File: config.mk
export PLATFORM = sky130hd
export DESIGN_NAME = bug_spawn_ctrl
export DESIGN_NICKNAME = d
export VERILOG_FILES = /design/src/rtl/bug_spawn_ctrl.sv
export SDC_FILE = /design/constraint.sdc
export NUM_CORES = 1
export LEC_CHECK = 0
export ABC_AREA = 1
export CORE_UTILIZATION = 40
export CTS_BUF_LIST = sky130_fd_sc_hd__clkbuf_8
export DETAILED_ROUTE_END_ITERATION = 7
export SYNTH_ARGS = -nofsm -noshare
export SYNTH_HDL_FRONTEND = slang
export SYNTH_SLANG_ARGS = --single-unit
export TNS_END_PERCENT = 30
File: constraint.sdc
create_clock -name clk -period 2.2 [get_ports clk]
set_clock_uncertainty 0.2 [all_clocks]
set_input_delay 0.22 -clock clk [delete_from_list [all_inputs] [get_ports clk]]
set_output_delay 0.22 -clock clk [all_outputs]
set_load 0.03 [all_outputs]
File: src/rtl/bug_spawn_ctrl.sv
// Spawn sequencer: seeds the game LFSR, draws spawn coordinates, rejects repeats of the
// previous coordinate and offers the result over valid/ready with a frame-based cooldown.
module bug_spawn_ctrl #(
  parameter int unsigned COOLDOWN_FRAMES = 30,
  parameter int unsigned MAX_RETRY       = 3,
  parameter int unsigned CNT_W           = 5
) (
  input  logic        clk,
  input  logic        reset,
  input  logic        start,
  input  logic        frame,
  input  logic        spawn_req,
  input  logic [14:0] rand_in,
  output logic        lfsr_advance,
  output logic        lfsr_ld,
  output logic [7:0]  lfsr_din,
  output logic [14:0] spawn_x,
  output logic        spawn_valid,
  input  logic        spawn_ready,
  output logic        busy
);

  localparam int unsigned RetryW = (MAX_RETRY < 1) ? 1 : $clog2(MAX_RETRY + 1);

  typedef enum logic [2:0] {
    StIdle,
    StSeed,
    StWaitReq,
    StAdv,
    StSample,
    StOffer
  } state_e;

  state_e              state_q, state_d;
  logic [7:0]          seed_cnt_q;
  logic [14:0]         last_x_q, last_x_d;
  logic [14:0]         spawn_x_q, spawn_x_d;
  logic                pending_q, pending_d;
  logic [RetryW-1:0]   retry_q, retry_d;
  logic [CNT_W-1:0]    cool_q, cool_d;
  logic                service;
  logic                dup_retry;

  always_ff @(posedge clk) begin
    if (reset) begin
      state_q    <= StIdle;
      seed_cnt_q <= 8'd0;
      last_x_q   <= 15'd0;
      spawn_x_q  <= 15'd0;
      pending_q  <= 1'b0;
      retry_q    <= '0;
      cool_q     <= '0;
    end else begin
      state_q    <= state_d;
      seed_cnt_q <= seed_cnt_q + 8'd1;
      last_x_q   <= last_x_d;
      spawn_x_q  <= spawn_x_d;
      pending_q  <= pending_d;
      retry_q    <= retry_d;
      cool_q     <= cool_d;
    end
  end

  assign service   = (spawn_req || pending_q) && (cool_q == '0);
  assign dup_retry = (rand_in == last_x_q) && (retry_q < RetryW'(MAX_RETRY));

  always_comb begin
    state_d   = state_q;
    last_x_d  = last_x_q;
    spawn_x_d = spawn_x_q;
    pending_d = pending_q;
    retry_d   = retry_q;
    cool_d    = cool_q;

    // Requests that cannot be serviced right now are remembered, one deep.
    if (spawn_req && (state_q inside {StAdv, StSample, StOffer})) begin
      pending_d = 1'b1;
    end

    if (start) begin
      // Restart aborts any offer; last_x and cool survive so the rules still apply.
      state_d   = StSeed;
      pending_d = 1'b0;
    end else begin
      unique case (state_q)
        StIdle: ;
        StSeed: state_d = StWaitReq;
        StWaitReq: begin
          if (service) begin
            pending_d = 1'b0;
            retry_d   = '0;
            state_d   = StAdv;
          end else begin
            if (spawn_req) pending_d = 1'b1;
            if ((cool_q != '0) && frame) cool_d = cool_q - 1'b1;
          end
        end
        StAdv: state_d = StSample;
        StSample: begin
          if (dup_retry) begin
            retry_d = retry_q + 1'b1;
            state_d = StAdv;
          end else begin
            spawn_x_d = rand_in;
            state_d   = StOffer;
          end
        end
        StOffer: begin
          if (spawn_ready) begin
            last_x_d = spawn_x_q;
            cool_d   = CNT_W'(COOLDOWN_FRAMES);
            state_d  = StWaitReq;
          end
        end
        default: state_d = StIdle;
      endcase
    end
  end

  always_comb begin
    lfsr_ld      = (state_q == StSeed);
    lfsr_din     = 8'd0;
    if (state_q == StSeed) begin
      // An all-zero seed would lock the LFSR.
      lfsr_din = (seed_cnt_q == 8'd0) ? 8'h01 : seed_cnt_q;
    end
    lfsr_advance = (state_q == StAdv);
    spawn_valid  = (state_q == StOffer);
    spawn_x      = spawn_x_q;
    busy         = !(state_q inside {StIdle, StWaitReq});
  end

endmodule

==> flow_summary.ini <==
[pwr]
seqPwrFrac_pct = 55.7
p_switching_mw = 0.423
p_int_mw = 1.20
clockPowerShare_pct = 32.0
leakage_nw = 1.49
p_comb_share_pct = 12.3
power.density_mw_per_mm2 = 515
switching_share_pct = 26.0
max-vdd-ir-drop_v = 0.000288

[floorplan]
initial_core_util_pct = 41.6
num_rows = 28
io_pins = 48
die_x_um = 80.5
die-area_sq_mm = 0.00648
die_y_um = 80.5
core_area_sq_mm = 0.00592

[cts]
cts_sinks = 49
ctsRootBufferMaster = clkbuf_8
cts_max_path_buffers = 2
cts_max_level = 2
cts_setup_buffers = 0
cts_hold_buf = 0
cts_tree = built
clk_pin_slew_ns = 0.09
numCtsBuffers = 5
clk_latency_ns = 0.31

[logic_synthesis]
syn_area_sq_mm = 0.00246
synth_top_area_share_pct = 39.8
synth_top_family_by_area = simple AND/OR/NAND/NOR gates
synth_most_common_cell = nor2_1
ys_warn_count = 0
synthTopCellsByArea = dfxtp_1, nor2_1, nand2_1
synth_compound_area_share_pct = 12.3
synthXorXnorAreaFrac_pct = 1.07
synth_top_area_cell = dfxtp_1
ys_ff_latch = 49
synth.distinct_cells = 31
synth_edf_count = 0
synthAdderAreaFrac_pct = 2.54
synthFlopType = dfxtp_1
syn-num-nets = 398
synthCells = 372
muxShareOfSynthArea_pct = 0
synth_commonest_cells = nor2_1, nand2_1, inv_1, dfxtp_1, o21ai_0
synth-simple-area-share_pct = 33.7
yosysSeqAreaShare_pct = 39.8
avgSynthCellArea_sq_um = 6.62
async_flop_share_pct = 0

[route]
wl_met2_um = 2660
ant_nets = 0
dr.pass1.iters = 4
drt-total-wl_um = 5800
drc = 0
initialDrtViolationCount = 63
top_layer = met4
routedWlPerCell_um = 11.5
wl_met1_um = 2870
via_per_inst = 4.68
vias = 2354
wl_met3_um = 184

[worst_setup_path]
critPathCapture = lfsr_din[1]
required_ns = 1.78
cp_num_cells = 7
cp_slowest_cell = dlygate4sd2_1
crit_buf_inv = 3
endpoint_kind = primary output
arrival_ns = 1.77
startpoint = seed_cnt_q[1]
ff2ff_path_depth = 12
critical_path.top_delay_family = buffers and inverters
r2r-start = state_q[1]
path_max_fanout = 3
crit_chain = inv_1, ha_1, nand4_1, nor4_2, buf_4, nor3_2, dlygate4sd2_1
crit_path_start_kind = flop
max_stage_delay_ns = 0.35
crit_type = flop to primary output
timing.rr.end = last_x_q[6]
r2r_slack_ns = 0.22

[global_route]
grt_pass1_vias = 2085
grt_max_degree = 27
grt_pass1_wl_um = 9710
grt_overflow = 0
grt_util_all_layers_pct = 19.6
antenna_found_initial = 0

[placed_design]
place_hpwl_um = 4070
placed_area_sq_mm = 0.00308
portBuffers = 47
gp_congestion = 0.895

[sta]
relSlewSlack_pct = 61.0
tightest_slew_ns = 0.585
grt_setup_unrepaired = yes
layout_min_cycle_time_ns = 2.19
fin_crit_sh_pct = 99.6
setup_violations = 0
slew_viol_final = 0
hold_viol = 0
fmax_ghz = 0.456

[run]
max-cap-violations = 0

[finish]
layout-drive-gt1-share_pct = 8.18
regArea_sq_um = 981
nFillCells = 594
multi_input_comb_area_sq_mm = 0.00123
area_growth_pct = 28.3
fin_util_pct = 53.4
fin_area_sq_mm = 0.00316
num_antenna_cells = 0
nNetsFinal = 453

[run_status]
status = finished clean

[worst_hold_path]
hp-class = flop to flop
min_path_cells = 2
metrics by stage:
| step | total power, mW | setup WS [ns] | setup TNS (ns) | hold slack [ns] | cells |
|---|---|---|---|---|---|
| after floorplan | 1.03 | 0.128 | 0 | 0.0985 | 372 |
| after global routing | 1.71 | -0.141 | -0.141 | 0.307 | 503 |
| final | 1.63 | 0.00825 | 0 | 0.298 | 503 |
| after global placement | 1.13 | -0.244 | -3.53 | 0.275 | 495 |
| after CTS | 1.65 | 0.000686 | 0 | 0.292 | 503 |
| after detailed placement | 1.13 | -0.299 | -4.22 | 0.278 | 495 |
tightest hold or removal path, stage by stage, from the launching register on:
cell and delay, ns:
dfxtp_1 0.33, nand2_1 0.07, a21oi_1 0.06
registers in the layout, summed over array words and instances (netlist names):
signal / cells
state_q: 3
pending_q: 1
retry_q: 2
cool_q: 5
spawn_x: 15
seed_cnt_q: 8
last_x_q: 15
worst min-delay path by stage:
stage                    from        end  slack (ns)
finish              cool_q[2]  cool_q[2]        0.30
CTS                 cool_q[2]  cool_q[2]        0.29
global route        cool_q[2]  cool_q[2]        0.31
detailed placement  cool_q[2]  cool_q[2]        0.28
global placement    cool_q[4]  cool_q[4]        0.27
floorplan               reset  cool_q[0]         0.1
cell usage in the layout, fill, tap and decap left out, types with 2 or more instances in the layout:
master and n:
nor3_1 7, nor2_2 2, nor2_1 100, inv_1 52
buf_12 2, ha_1 5, a21oi_1 23, inv_2 3
o21ai_0 24, dlygate4sd2_1 7, o21ai_1 4, nand3_1 7
or2_2 3, clkbuf_8 5, xor2_1 2, buf_4 8
dfxtp_1 49, clkdlybuf4s50_1 37, nand4_1 2, nor2_8 2
nand2_1 67
power groups by stage:
| stage | Combinational (mW) | Clock, mW | Sequential [mW] |
|---|---|---|---|
| finish | 0.200 | 0.522 | 0.906 |
| floorplan | 0.105 | 0 | 0.928 |
| CTS | 0.201 | 0.540 | 0.906 |
| detailed placement | 0.201 | 0 | 0.927 |
| global placement | 0.200 | 0 | 0.927 |
| global route | 0.225 | 0.579 | 0.908 |
what timing repair did:
action	CTS	global route
hold endpoints to repair	0	0
endpoints found under the setup margin	9	19
resized for setup	11	4
cell families after synthesis:
kind of cell	count (synthesis)
buffers and inverters	63
and+or+nand+nor	196
xor gates and xnor gates	3
AOI/OAI and AO/OA	56
adders and majority gates	5
DFF	49
routing by layer:
layer	track usage [%]	vias up
li1	-	1265
met1	26.0	1042
met2	31.2	40
met3	3.64	7
met4	7.50	0
met5	0	-
final cells by class:
cell class              count  area share, %
multi-input cells         260           39.1
clock inverters             3          0.475
well taps                  75           2.97
clock buffers               5           2.18
repair buffers             57           17.7
flip-flops and latches     49           31.0
inverters                  54           6.57
(Power assumes the default switching activity.)
